<file path="src/rtl/fp_to_int_converter.sv">
// fp_to_int_converter: multi-cycle binary32 -> int32/uint32 converter; FP2INT_ASSERT_EN enables assertions
module fp_to_int_converter #(
  parameter int SHIFT_STEP = 4
) (
  input  logic        clk,
  input  logic        rst_n,
  input  logic        in_valid,
  output logic        in_ready,
  input  logic [31:0] fp_a,
  input  logic [2:0]  r_mode,
  input  logic        is_signed,
  output logic        out_valid,
  input  logic        out_ready,
  output logic [31:0] int_result,
  output logic        invalid,
  output logic        inexact
);
  typedef enum logic [2:0] {IDLE, UNPACK, ALIGN, ROUND, DONE} state_t;
  localparam logic [4:0] STEP = SHIFT_STEP[4:0];
  state_t state, state_n;
  logic [31:0] a_q, mag, mag_n, res, sat_val;
  logic [2:0] rm_q;
  logic sg_q, sign, nan, ovf, g, s, inc, sat;
  logic nan_n, ovf_n, zero_n;
  logic [4:0] rs, rs_n, k;
  logic [7:0] exp;
  logic [23:0] mant;
  logic [3:0] sl;
  logic [32:0] ext, mask, r, neg, lim;
  assign in_ready = state == IDLE;
  assign out_valid = state == DONE;
  // unpack: classify the captured operand and pre-align the mantissa
  always_comb begin
    exp = a_q[30:23];
    mant = {|exp, a_q[22:0]};
    nan_n = &exp & |a_q[22:0];
    ovf_n = !nan_n & (exp >= 8'd159);
    zero_n = exp == 8'd0 && a_q[22:0] == 23'd0;
    sl = 4'(exp - 8'd150);
    rs_n = (nan_n | ovf_n | zero_n | exp >= 8'd150) ? 5'd0 : exp <= 8'd125 ? 5'd25 : 5'(8'd150 - exp);
    mag_n = (nan_n | ovf_n | zero_n) ? 32'd0 : exp >= 8'd150 ? {8'd0, mant} << sl : {8'd0, mant};
  end
  // align/round: bounded right shift step and rounding/saturation of the aligned magnitude
  always_comb begin
    k = rs > STEP ? STEP : rs;
    ext = {mag, g};
    mask = (33'd1 << k) - 33'd1;
    inc = rm_q == 3'b001 ? 1'b0 : rm_q == 3'b010 ? sign & (g | s) : rm_q == 3'b011 ? !sign & (g | s) :
          rm_q == 3'b100 ? g : g & (s | mag[0]);
    r = {1'b0, mag} + {32'd0, inc};
    lim = sg_q ? {1'b0, sign, {31{!sign}}} : {1'b0, 32'hFFFF_FFFF};
    sat = nan | ovf | (r > lim) | (!sg_q & sign & |r);
    sat_val = (sign & !nan) ? (sg_q ? 32'h8000_0000 : 32'h0) : (sg_q ? 32'h7FFF_FFFF : 32'hFFFF_FFFF);
    neg = 33'd0 - r;
    res = sign ? neg[31:0] : r[31:0];
  end
  // state register
  always_ff @(posedge clk or negedge rst_n)
    if (!rst_n) state <= IDLE;
    else state <= state_n;
  // next-state: fixed single-cycle phases, ALIGN repeats until the shift is exhausted
  always_comb begin
    state_n = state;
    case (state)
      IDLE:    state_n = in_valid ? UNPACK : IDLE;
      UNPACK:  state_n = ALIGN;
      ALIGN:   state_n = rs <= STEP ? ROUND : ALIGN;
      ROUND:   state_n = DONE;
      DONE:    state_n = out_ready ? IDLE : DONE;
      default: state_n = IDLE;
    endcase
  end
  // datapath registers; results only change in ROUND so they hold through DONE
  always_ff @(posedge clk or negedge rst_n)
    if (!rst_n) begin
      {a_q, rm_q, sg_q, sign, nan, ovf, g, s, rs, mag} <= '0;
      {int_result, invalid, inexact} <= '0;
    end else begin
      if (in_valid && in_ready) {a_q, rm_q, sg_q} <= {fp_a, r_mode, is_signed};
      if (state == UNPACK) begin
        {sign, nan, ovf, g, s} <= {a_q[31], nan_n, ovf_n, 2'b00};
        rs <= rs_n;
        mag <= mag_n;
      end
      if (state == ALIGN) begin
        {mag, g} <= ext >> k;
        s <= s | |(ext & mask);
        rs <= rs - k;
      end
      if (state == ROUND) begin
        int_result <= sat ? sat_val : res;
        invalid <= sat;
        inexact <= !sat & (g | s);
      end
    end
`ifdef FP2INT_ASSERT_EN
  localparam int MAX_ALIGN = (25 + SHIFT_STEP - 1) / SHIFT_STEP;
  logic hold_q;
  logic [33:0] prev_q;
  logic [4:0] align_cnt;
  // protocol and bound checks on the registered outputs
  always_ff @(posedge clk or negedge rst_n)
    if (!rst_n) begin
      hold_q <= 1'b0;
      prev_q <= '0;
      align_cnt <= '0;
    end else begin
      hold_q <= out_valid & !out_ready;
      prev_q <= {int_result, invalid, inexact};
      align_cnt <= state == ALIGN ? align_cnt + 5'd1 : 5'd0;
      if (hold_q) assert ({int_result, invalid, inexact} == prev_q);
      assert (!(invalid && inexact));
      assert (in_ready == (state == IDLE));
      assert (state != ALIGN || int'(align_cnt) < MAX_ALIGN);
    end
`endif
endmodule

</file>
<file path="config.mk">
export PLATFORM = sky130hd
export DESIGN_NAME = fp_to_int_converter
export DESIGN_NICKNAME = d
export VERILOG_FILES = /design/src/rtl/fp_to_int_converter.sv
export SDC_FILE = /design/constraint.sdc
export NUM_CORES = 1
export LEC_CHECK = 0
export BUFFER_PORTS_ARGS = -buffer_cell sky130_fd_sc_hd__buf_4
export CAP_MARGIN = 15
export CORE_MARGIN = 4
export CORE_UTILIZATION = 38
export DETAILED_ROUTE_END_ITERATION = 6
export PLACE_DENSITY = 0.52
export REMOVE_ABC_BUFFERS = 1
export SYNTH_ARGS = -nofsm -noshare
export SYNTH_HDL_FRONTEND = slang
export SYNTH_SLANG_ARGS = --single-unit
export TNS_END_PERCENT = 50
</file>
<file path="constraint.sdc">
create_clock -name clk -period 14.4 [get_ports clk]
set_input_delay 1.44 -clock clk [delete_from_list [all_inputs] [get_ports clk]]
set_output_delay 1.44 -clock clk [all_outputs]
set_load 0.03 [all_outputs]
</file>
# Word level (Yosys, flattened, before mapping)
# Index checks and enable logic that the tools add are counted.
# totals
ff_bits	115
inputBits	40
output_inout_bits	36
wordCells	98
# op_classes
addsub	6
magnitude_cmp	6
n_eq_ne	8
shift	3
mux	26
bitwise_logic	19
reduce_logical	16
# op_table
cell	count
two-way mux 32 bit	10
OR reduction 33 bit	2
adder 32 x 1 -> 33 bit	1
bitwise AND 33 bit	1
> comparator 33 x 32 -> 1 bit	1
<< shifter 1 x 5 -> 33 bit, first input constant	1
right shift 33 x 5 -> 33 bit	1
subtractor 33 x 1 -> 33 bit, second input constant	1
<< shifter 24 x 4 -> 32 bit	1
subtractor 1 x 32 -> 32 bit, first input constant	1
two-way mux 5 bit	5
logical NOT 23 bit	1
OR reduction 23 bit	1
greater-or-equal comparator 8 bit, second input constant	2
case mux 3 bit (5 select lines)	1
equality test 3 x 2 -> 1 bit, second input constant	4
bitwise AND 1 bit	9
two-way mux 1 bit	9
OR 1 bit	9
less-or-equal comparator 8 x 7 -> 1 bit, second input constant	1
logical NOT 8 bit	1
AND reduction 8 bit	1
OR reduction 8 bit	1
equality test 3 x 1 -> 1 bit, second input constant	2
other kinds (11)	17

# Longest topological paths before layout
# Gate-level depths: netlist (run 1).
# depth
word_depth	12
depth_mapped	26
ltp_nobuf	22

# Worst setup path after synthesis (run 1)
# OpenSTA, ideal clock, no wires.
# synth_timing
path_kind	reg-to-reg
start	register sign
end	register int_result[1]
setup_time_ns	0.083
arrival_ns	5.004
required_ns	14.317
path_slack_ns	9.313
path_stages_with_launch	24
path_buffers	3
period_less_slack_ns	5.087
path_cell_list	dfrtp_1 > clkbuf_1 > clkbuf_1 > xnor2_1 > nor3b_1 > a21oi_1 > nor2_1 > ha_1 > ha_1 > buf_4 > nand2_2 > nor4_2 > nand4_1 > xnor2_1 > ha_1 > a21o_1 > a211o_1 > a211oi_1 > and4_1 > a21oi_1 > or3b_2 > o211ai_1 > o311ai_0 > o21ai_0
# synth_via
elab_chain_cells	10
elab_cells_between_ends	19
cone_classes	add/sub: 2; order compare: 1; mux: 7; bitwise: 7; reduce/logical: 2
# synth_lines
item	line	rtl
start: declaration	23	logic sg_q, sign, nan, ovf, g, s, inc, sat;
start signal: assignment	81	{sign, nan, ovf, g, s} <= {a_q[31], nan_n, ovf_n, 2'b00};
logical NOT 1 bit	48, 51	
bitwise AND 1 bit	48	inc = rm_q == 3'b001 ? 1'b0 : rm_q == 3'b010 ? sign & (g | s) : rm_q == 3'b011 ? !sign & (g | s) :
two-way mux 1 bit (3 in series)	48	
adder 32 x 1 -> 33 bit	50	r = {1'b0, mag} + {32'd0, inc};
> comparator 33 x 32 -> 1 bit or OR reduction 33 bit (tied branches)	52	sat = nan | ovf | (r > lim) | (!sg_q & sign & |r);
OR 1 bit or bitwise AND 1 bit (tied branches)	52	
OR 1 bit	52	
two-way mux 32 bit *	91	int_result <= sat ? sat_val : res;
end signal: assignment	91	
end: declaration	14	output logic [31:0] int_result,
# Mark *: on every way between the ends. The rest lies on a longest branch, timed or not.
# A chain may end at the register's enable or synchronous reset.

# Final worst setup path (run 1)
# layout_timing
start	register rm_q[0]
end	register int_result[20]
# layout_via
elab_chain_cells	10
elab_cells_between_ends	17
cone_classes	add/sub: 2; order compare: 1; eq/ne: 4; mux: 6; bitwise: 3; reduce/logical: 1
# layout_lines
item	line	rtl
start: declaration	22	logic [2:0] rm_q;
start signal: assignment	79	if (in_valid && in_ready) {a_q, rm_q, sg_q} <= {fp_a, r_mode, is_signed};
equality test 3 bit	49	rm_q == 3'b100 ? g : g & (s | mag[0]);
two-way mux 1 bit	49	
two-way mux 1 bit (2 in series)	48	
two-way mux 1 bit *	48	
adder 32 x 1 -> 33 bit *	50	
> comparator 33 x 32 -> 1 bit or OR reduction 33 bit (tied branches)	52	
OR 1 bit or bitwise AND 1 bit (tied branches)	52	
OR 1 bit	52	
two-way mux 32 bit *	91	
# Marked as above.

==> results of run 1 <==
registers in the layout, summed over array words and instances (netlist names):
signal      flops
mag            32
g               1
sign            1
ovf             1
s               1
state           3
int_result     32
rs              5
inexact         1
rm_q            3
a_q            32
sg_q            1
nan             1
invalid         1
cell usage in the layout, fill, tap and decap left out, types with 10 or more instances in the layout:
cell,n
nor2_2,10
ha_1,43
nand3_1,26
clkbuf_16,17
o211ai_1,11
and4_1,10
dfrtp_1,115
xor2_1,24
mux2_2,40
or3_1,10
inv_1,20
nor4_1,16
nand4_1,26
nor2_1,117
a21oi_1,82
a31oi_1,11
o21ai_0,63
xnor2_1,37
nor3_1,16
a222oi_1,14
buf_4,91
a21oi_2,10
and3_1,11
o31ai_1,11
mux2i_1,79
nand2_1,122
power groups by stage:
stage | combinational [mW] | clock (mW) | sequential, mW
floorplan | 1.42 | 0 | 0.781
global placement | 2.09 | 0 | 0.755
detailed placement | 2.10 | 0 | 0.756
CTS | 2.11 | 0.440 | 0.750
global route | 2.35 | 0.453 | 0.787
finish | 2.11 | 0.431 | 0.754
worst max-delay path, cell delays in order (launching register included):
cell	delay, ns
dfrtp_1	0.40
xnor2_1	0.14
nor3b_1	0.24
a21oi_1	0.10
nor2_1	0.10
ha_1	0.19
ha_1	0.35
nand2_2	0.14
nor4_2	0.70
nand4_1	0.20
xor2_1	0.38
inv_1	0.11
ha_1	0.32
nand4_1	0.17
nor4_1	0.51
nand4_1	0.15
a21oi_1	0.16
a21oi_1	0.15
a211o_1	0.37
o41ai_4	0.06
buf_4	0.33
nand2_2	0.28
o31a_1	0.35
area by class of cell:
class	instances	share of cell area, %
clock buffer	22	4.21
clock inverter	9	0.933
inverter	24	0.799
multi-input combinational	947	58.7
sequential	115	25.5
tap	335	3.72
timing repair buffer	91	6.06
cell families after synthesis:
logic type / count (synthesis)
compound gates: 297
buf+inv: 122
flops: 115
xor+xnor: 62
simple gates: 416
other cells: 1
fa+ha+maj: 43
mux: 128
worst max-delay path by stage:
stage	from	end	slack, ns	depth (start not counted)
floorplan	sign	int_result[20]	8.31	19
global placement	rm_q[0]	int_result[20]	8.54	21
CTS	rm_q[0]	int_result[20]	8.43	21
detailed placement	rm_q[0]	int_result[20]	8.44	21
finish	rm_q[0]	int_result[20]	8.39	22
global route	rm_q[0]	int_result[20]	7.91	22
per-layer routing:
metal	part of all wire [%]	wire, microns	GRT usage [%]
met5	0	0	0
met4	2.0	586	4.97
met3	4.4	1310	3.28
met2	48	14400	35.5
met1	46	13700	27.7
per-stage QoR:
stage	worst slack [ns]	power, mW	instances	instance area, sq um
floorplan	8.31	2.20	1086	9560
detailed placement	8.44	2.85	1512	10700
finish	8.39	3.30	1543	11300
global placement	8.54	2.84	1512	10700
CTS	8.43	3.30	1543	11300
global route	7.91	3.59	1543	11300
==> tab_implementation.tex, run 1 <==
\begin{tabular}{lr}
\hline
Metric & Value \\
\hline
\multicolumn{2}{l}{\textbf{Drt}} \\
Post-route DRC & 0 \\
Routed wire length & 30000 microns \\
DR vias/cell & 5.83 \\
Count of TritonRoute iterations in the first routing pass & 7 \\
Post-route antenna net violation count & 0 \\
DR WL/cell & 19.4 microns \\
DRC marker count from the first detailed-route iteration & 801 \\
Routed vias & 8988 \\
\multicolumn{2}{l}{\textbf{Timing}} \\
Final Hold Vio Count & 0 \\
Post-route fraction of the period consumed by the critical path & 41.7\% \\
Sum of negative setup slack & 0 ns \\
Worst Tran Pin Value & 1.06 ns \\
Slew margin rel. & 29.5\% \\
Final slew viol count & 0 \\
Worst Hold Slack & 0.480 ns \\
Worst setup skew after layout & 0.0128 ns \\
Setup-failing EPs final & 0 \\
Final critical path time including I/O delays and setup & 6.01 ns \\
Achievable frequency & 166 MHz \\
RSZ-0062 raised after global routing & no \\
\multicolumn{2}{l}{\textbf{Power}} \\
Leak & 4.69 nW \\
Register share of total power & 22.9\% \\
Switching power & 1.71 mW \\
Peak supply drop & 0.151 mV \\
Combinational share of power & 64.1\% \\
Clock power share & 13.1\% \\
Total power per unit cell area & 293 mW/mm\^{}2 \\
Internal Dissipation & 1.59 mW \\
Net Sw Frac & 51.9\% \\
\multicolumn{2}{l}{\textbf{Synth}} \\
Adder-cell area share of the yosys netlist & 5.39\% \\
Combined area of all synthesized cells & 0.00998 sq mm \\
Top cells by area in the synthesized netlist & dfrtp\_1 29\%, mux2i\_1 7.9\%, ha\_1 5.4\% \\
Combinational family with the most area after synthesis & compound AO/OA/AOI/OAI gates \\
Mux share of post-synthesis cell area & 14.5\% \\
Number of distinct library cells after synthesis & 81 \\
Synth top cells by count & 122 x nand2\_1, 117 x nor2\_1, 115 x dfrtp\_1 \\
Compound-cell area share of the yosys netlist & 20.4\% \\
Register bit count reported by yosys & 115 \\
Share of async-settable or async-resettable flops after synthesis & 100\% \\
Leading area contributor after synthesis & dfrtp\_1 \\
Synthesized instance count & 1184 \\
Post-synthesis simple-gate area fraction & 20.3\% \\
Count of flip-flops with a built-in enable after synthesis & 0 \\
Flip-flop cell with the highest count after synthesis & dfrtp\_1 \\
Xor/xnor cell area share of the yosys netlist & 5.44\% \\
Number of warnings issued by yosys & 0 \\
Area share of the largest cell type after synthesis & 28.8\% \\
Most numerous cell in the Yosys netlist & nand2\_1 \\
Proportion of synthesized chip area in sequential cells & 28.8\% \\
Post-Synthesis Mean Instance Area & 8.43 sq um \\
\multicolumn{2}{l}{\textbf{Die}} \\
Die Y & 170 microns \\
Row cnt & 59 \\
Initial Util & 38.4\% \\
Total die area & 0.0289 sq mm \\
Placeable core region & 0.0260 sq mm \\
Horizontal extent of the die & 170 microns \\
Number of ports placed on the die boundary & 76 \\
\multicolumn{2}{l}{\textbf{Layout}} \\
Footprint of the flip-flops and latches & 0.00288 sq mm \\
Layout cells sized above 1 & 18.6\% \\
Total Nets Final & 1279 \\
Total inserted antenna cells & 0 \\
Area added between synthesis and finish & 12.9\% \\
Count of filler cells inserted in the layout & 2623 \\
Post-layout util & 43.4\% \\
Multi-input gate area & 0.00662 sq mm \\
\multicolumn{2}{l}{\textbf{Critical path}} \\
Worst Setup End Kind & flip-flop \\
Nature of the critical path startpoint & flip-flop \\
R2r endpoint & int\_result[20] \\
Worst flop-to-flop path startpoint & rm\_q[0] \\
Setup slack, reg-to-reg & 8.39 ns \\
Maximum net fanout on the critical path & 21 \\
Kind of critical path & reg2reg \\
R2r worst-path depth & 22 \\
Required time reported for the critical path endpoint & 14.71 ns \\
Data arrival time of the critical path & 6.32 ns \\
\multicolumn{2}{l}{\textbf{CTS}} \\
Number of buffers added by the clock tree synthesis step & 17 \\
Clock Latency Late Sink & 0.43 ns \\
Number of buffers added to fix hold violations after cts & 0 \\
Clk pin slew, worst setup/hold paths & 0.06 ns \\
Worst-case clock buffer depth & 2 \\
Post-CTS Resized & 0 \\
Count of H-tree levels built during CTS & 4 \\
Sinks on Clock Net & 115 \\
CTS tree & built \\
Post-CTS repair timing setup buffer count & 0 \\
CTS root buffer & clkbuf\_16 \\
\multicolumn{2}{l}{\textbf{Run}} \\
Number of maximum-capacitance constraint violations & 0 \\
\multicolumn{2}{l}{\textbf{Min path}} \\
Cell count of the worst hold path & 2 \\
Type of the worst min-delay path & reg2reg \\
Destination of the worst hold path & int\_result[1] \\
Hold wc startpoint & int\_result[1] \\
\multicolumn{2}{l}{\textbf{Placed design}} \\
Input/output buffers & 75 \\
Placer congestion estimate & 0.887 \\
HPWL after detailed placement & 22000 microns \\
\multicolumn{2}{l}{\textbf{Global routing}} \\
Overall fraction of global-route tracks in use & 20.8\% \\
Via count of the first global-routing pass & 8845 \\
Number of antenna violations at the first check in global routing & 0 \\
Overflow after GRT & 0 \\
Wire length of the first global-routing pass & 48700 microns \\
Maximum number of pins on one net before global-route repair & 75 \\
\multicolumn{2}{l}{\textbf{Outcome}} \\
Status & finished, final reports clean \\
\hline
\end{tabular}
Power figures use the tool's default switching activity.
==> run 2, diff against run 1 <==
--- a/config.mk
+++ b/config.mk
@@ -5,12 +5,13 @@
 export SDC_FILE = /design/constraint.sdc
 export NUM_CORES = 1
 export LEC_CHECK = 0
+export ABC_AREA = 1
 export BUFFER_PORTS_ARGS = -buffer_cell sky130_fd_sc_hd__buf_4
 export CAP_MARGIN = 15
 export CORE_MARGIN = 4
 export CORE_UTILIZATION = 38
 export DETAILED_ROUTE_END_ITERATION = 6
-export PLACE_DENSITY = 0.52
+export PLACE_DENSITY = 0.54
 export REMOVE_ABC_BUFFERS = 1
 export SYNTH_ARGS = -nofsm -noshare
 export SYNTH_HDL_FRONTEND = slang
==> constraint.sdc (replaced) <==
create_clock -name clk -period 5.26 [get_ports clk]
set_input_delay 0.526 -clock clk [delete_from_list [all_inputs] [get_ports clk]]
set_output_delay 0.526 -clock clk [all_outputs]
set_load 0.03 [all_outputs]
==> run 2 against run 1 <==
Compared with the run above:
- the run now ends with DRC left
- utilization up 1.1 points
- first-iteration DRC count decreased by 27%
- fmax increased by 39%
- critical endpoint is now int_result[26]
- highest routed layer unchanged
==> tab_implementation.tex, run 2 <==
\begin{tabular}{lr}
\hline
Metric & Value \\
\hline
\multicolumn{2}{l}{\textbf{Layout}} \\
Area added between synthesis and finish & 13.9\% (was 12.9\%) \\
Most frequent cells in the layout & 535 x nand2\_1, 191 x nor2\_1, 161 x o21ai\_0 (was 122 x nand2\_1, 117 x nor2\_1, 115 x dfrtp\_1) \\
Total Nets Final & 1769 (was 1279) \\
Post-layout util & 44.5\% (was 43.4\%) \\
Most common cell after layout, fill and taps aside & nand2\_1 (unchanged) \\
Layout cells sized above 1 & 10.2\% (was 18.6\%) \\
Total inserted antenna cells & 0 (unchanged) \\
\multicolumn{2}{l}{\textbf{Drt}} \\
Post-route DRC & 2 (was 0) \\
DRC marker count from the first detailed-route iteration & 586 (was 801) \\
Routed wire length & 33000 microns (was 30000 microns) \\
Post-route antenna net violation count & 0 (unchanged) \\
Count of TritonRoute iterations in the first routing pass & 7 (unchanged) \\
Routed vias & 10600 (was 8988) \\
DR vias/cell & 5.22 (was 5.83) \\
DR WL/cell & 16.2 microns (was 19.4 microns) \\
\multicolumn{2}{l}{\textbf{Power}} \\
Register share of total power & 19.7\% (was 22.9\%) \\
Leak & 5.82 nW (was 4.69 nW) \\
Combinational share of power & 65.9\% (was 64.1\%) \\
Peak supply drop & 0.369 mV (was 0.151 mV) \\
Total power per unit cell area & 770 mW/mm\^{}2 (was 293 mW/mm\^{}2) \\
Net Sw Frac & 54.9\% (was 51.9\%) \\
Internal Dissipation & 4.07 mW (was 1.59 mW) \\
Clock power share & 14.4\% (was 13.1\%) \\
Switching power & 4.96 mW (was 1.71 mW) \\
\multicolumn{2}{l}{\textbf{Critical path}} \\
Number of buffers and inverters on the critical path & 2 (unchanged) \\
Kind of critical path & reg2reg (unchanged) \\
Required time reported for the critical path endpoint & 5.58 ns (was 14.71 ns) \\
Slowest cell on the critical path & dfrtp\_1 (was nor4\_2) \\
Nature of the critical path startpoint & flip-flop (unchanged) \\
Category of cells accounting for the largest share of critical-path delay & simple AND/OR/NAND/NOR gates (unchanged) \\
Slowest stage delay, CP & 0.43 ns (was 0.70 ns) \\
Worst path most repeated cell & nand2\_1 \\
Data arrival time of the critical path & 4.65 ns (was 6.32 ns) \\
Worst Setup End Kind & flip-flop (unchanged) \\
Maximum net fanout on the critical path & 28 (was 21) \\
\multicolumn{2}{l}{\textbf{Global routing}} \\
Wire length of the first global-routing pass & 53600 microns (was 48700 microns) \\
GR Util met1 & 29.0\% (was 27.7\%) \\
Met2 demand-to-capacity share in global routing & 36.7\% (was 35.5\%) \\
Overall fraction of global-route tracks in use & 21.9\% (was 20.8\%) \\
Overflow after GRT & 0 (unchanged) \\
Via count of the first global-routing pass & 10000 (was 8845) \\
Maximum number of pins on one net before global-route repair & 71 (was 75) \\
Number of antenna violations at the first check in global routing & 0 (unchanged) \\
Met3 Usage GRT & 3.06\% (was 3.28\%) \\
Routing layer with the top usage in global route & met2 (unchanged) \\
\multicolumn{2}{l}{\textbf{Die}} \\
Total die area & 0.0298 sq mm (was 0.0289 sq mm) \\
Row cnt & 59 (unchanged) \\
Die Y & 173 microns (was 170 microns) \\
Initial Util & 39.1\% (was 38.4\%) \\
Placeable core region & 0.0264 sq mm (was 0.0260 sq mm) \\
Number of ports placed on the die boundary & 76 (unchanged) \\
Horizontal extent of the die & 173 microns (was 170 microns) \\
\multicolumn{2}{l}{\textbf{CTS}} \\
Clk pin slew, worst setup/hold paths & 0.07 ns (was 0.06 ns) \\
Sinks on Clock Net & 115 (unchanged) \\
Number of buffers added by the clock tree synthesis step & 17 (unchanged) \\
CTS tree & built (unchanged) \\
Count of H-tree levels built during CTS & 4 (unchanged) \\
Post-CTS repair timing setup buffer count & 0 (unchanged) \\
CTS root buffer & clkbuf\_16 (unchanged) \\
Worst-case clock buffer depth & 2 (unchanged) \\
Post-CTS Resized & 0 (unchanged) \\
Number of buffers added to fix hold violations after cts & 0 (unchanged) \\
Clock Latency Late Sink & 0.43 ns (about the same) \\
\multicolumn{2}{l}{\textbf{Synth}} \\
Leading area contributor after synthesis & dfrtp\_1 (unchanged) \\
Synth top cells by count & 536 x nand2\_1, 191 x nor2\_1, 161 x o21ai\_0 (was 122 x nand2\_1, 117 x nor2\_1, 115 x dfrtp\_1) \\
Number of distinct library cells after synthesis & 47 (was 81) \\
Synthesized instance count & 1648 (was 1184) \\
Proportion of synthesized chip area in sequential cells & 27.9\% (was 28.8\%) \\
Combined area of all synthesized cells & 0.0103 sq mm (was 0.00998 sq mm) \\
Post-Synthesis Mean Instance Area & 6.25 sq um (was 8.43 sq um) \\
Number of warnings issued by yosys & 0 (unchanged) \\
Top cells by area in the synthesized netlist & dfrtp\_1 28\%, nand2\_1 20\%, o21ai\_0 7.8\% (was dfrtp\_1 29\%, mux2i\_1 7.9\%, ha\_1 5.4\%) \\
Count of flip-flops with a built-in enable after synthesis & 0 (unchanged) \\
Flip-flop cell with the highest count after synthesis & dfrtp\_1 (unchanged) \\
Register bit count reported by yosys & 115 (unchanged) \\
Area share of the largest cell type after synthesis & 27.9\% (was 28.8\%) \\
Most numerous cell in the Yosys netlist & nand2\_1 (unchanged) \\
Share of async-settable or async-resettable flops after synthesis & 100\% (unchanged) \\
\multicolumn{2}{l}{\textbf{Timing}} \\
Achievable frequency & 231 MHz (was 166 MHz) \\
Final critical path time including I/O delays and setup & 4.33 ns (was 6.01 ns) \\
Final slew viol count & 0 (unchanged) \\
Worst setup skew after layout & 0.0145 ns (was 0.0128 ns) \\
Setup-failing EPs final & 0 (unchanged) \\
Least setup slack across all paths after layout & 0.934 ns (was 8.39 ns) \\
Sum of negative setup slack & 0 ns (unchanged) \\
Slew margin rel. & 28.7\% (was 29.5\%) \\
Post-route fraction of the period consumed by the critical path & 82.3\% (was 41.7\%) \\
Worst Tran Pin Value & 1.07 ns (was 1.06 ns) \\
Final Hold Vio Count & 0 (unchanged) \\
RSZ-0062 raised after global routing & no (unchanged) \\
\multicolumn{2}{l}{\textbf{Placed design}} \\
Input/output buffers & 75 (unchanged) \\
Placer congestion estimate & 0.903 (was 0.887) \\
HPWL after detailed placement & 25800 microns (was 22000 microns) \\
Placement-stage worst setup slack & 0.943 ns (was 8.44 ns) \\
\multicolumn{2}{l}{\textbf{Min path}} \\
Type of the worst min-delay path & in2async (was reg2reg) \\
\multicolumn{2}{l}{\textbf{Outcome}} \\
Violated checks & DRC \\
Status & finished, violations left (was finished, final reports clean) \\
\multicolumn{2}{l}{\textbf{Run}} \\
Number of maximum-capacitance constraint violations & 0 (unchanged) \\
\hline
\end{tabular}
## run 2: cell count changes in the layout (fill, tap and decap cells not counted), moves of 18 or more
| cell | before | now |
|---|---|---|
| nand2_1 | 122 | 535 |
| nor2_1 | 117 | 191 |
| nand3_1 | 26 | 69 |
| a22oi_1 | 6 | 25 |
| mux2_2 | 40 | 5 |
| mux2i_1 | 79 | 20 |
| inv_1 | 20 | 152 |
| o21ai_1 | 2 | 20 |
| xnor2_1 | 37 | 1 |
| o21ai_0 | 63 | 161 |
## run 2: layout make-up
class                   count  area, sq um
fillers                  2848        14600
multi-input cells        1301         6510
flip-flops and latches    115         2880
repair buffers             90          676
inverters                 161          604
clock buffers              18          439
well taps                 335          419
clock inverters            14          200
## run 2: layer usage
metal	share of wire, %	vias to the layer above
li1	-	5511
met1	46	4789
met2	47	268
met3	4.3	53
met4	2.9	0
met5	0	-
## run 2: worst reg2reg max path, delay by kind of cell, from the launching register on
kind,cells,cell delay (ns)
AOI/OAI and AO/OA,8,0.98
adders and majority gates,3,0.83
buffers and inverters,2,0.22
DFF,1,0.43
and+or+nand+nor,14,1.75
## run 2: metrics by stage
step	cell area (sq um)	instances	power [mW]	hold WS [ns]
after detailed placement	11100	2002	7.70	0.467
after global placement	11100	2002	7.67	0.465
after global routing	11700	2034	9.94	0.270
final	11700	2034	9.03	0.225
after floorplan	9990	1577	5.88	0.230
after CTS	11700	2034	9.03	0.269
## run 2: cells by family (layout without fill, tap and decap cells)
group                      count (synthesis)  after routing  share of synthesized area [%]
other                                      1              1                         0.0364
and+or+nand+nor                          863            863                           34.2
DFF                                      115            115                           27.9
adders and majority gates                 43             43                           5.22
buffers and inverters                    232            283                           8.88
AOI/OAI and AO/OA                        349            349                           19.5
xor gates and xnor gates                  20             20                           1.70
muxes                                     25             25                           2.49
## run 2: worst paths after layout
kind                                start        endpoint  slack, ns  cells after the start
max in group asynchronous           rst_n           rs[4]       3.89                      2
hold reg to reg            int_result[17]  int_result[17]       0.47                      2
setup / recovery                   mag[0]  int_result[26]       0.93                     27
setup reg to reg                   mag[0]  int_result[26]       0.93                     27
hold / removal                      rst_n  int_result[24]       0.23                      1
min in group clk                out_ready        state[2]       0.28                      2
## run 2: power by group through the flow
stage	Sequential, mW	Clock, mW	Combinational (mW)
floorplan	1.96	0	3.92
global placement	1.78	0	5.89
detailed placement	1.79	0	5.91
CTS	1.77	1.32	5.93
global route	1.86	1.36	6.72
finish	1.78	1.30	5.95
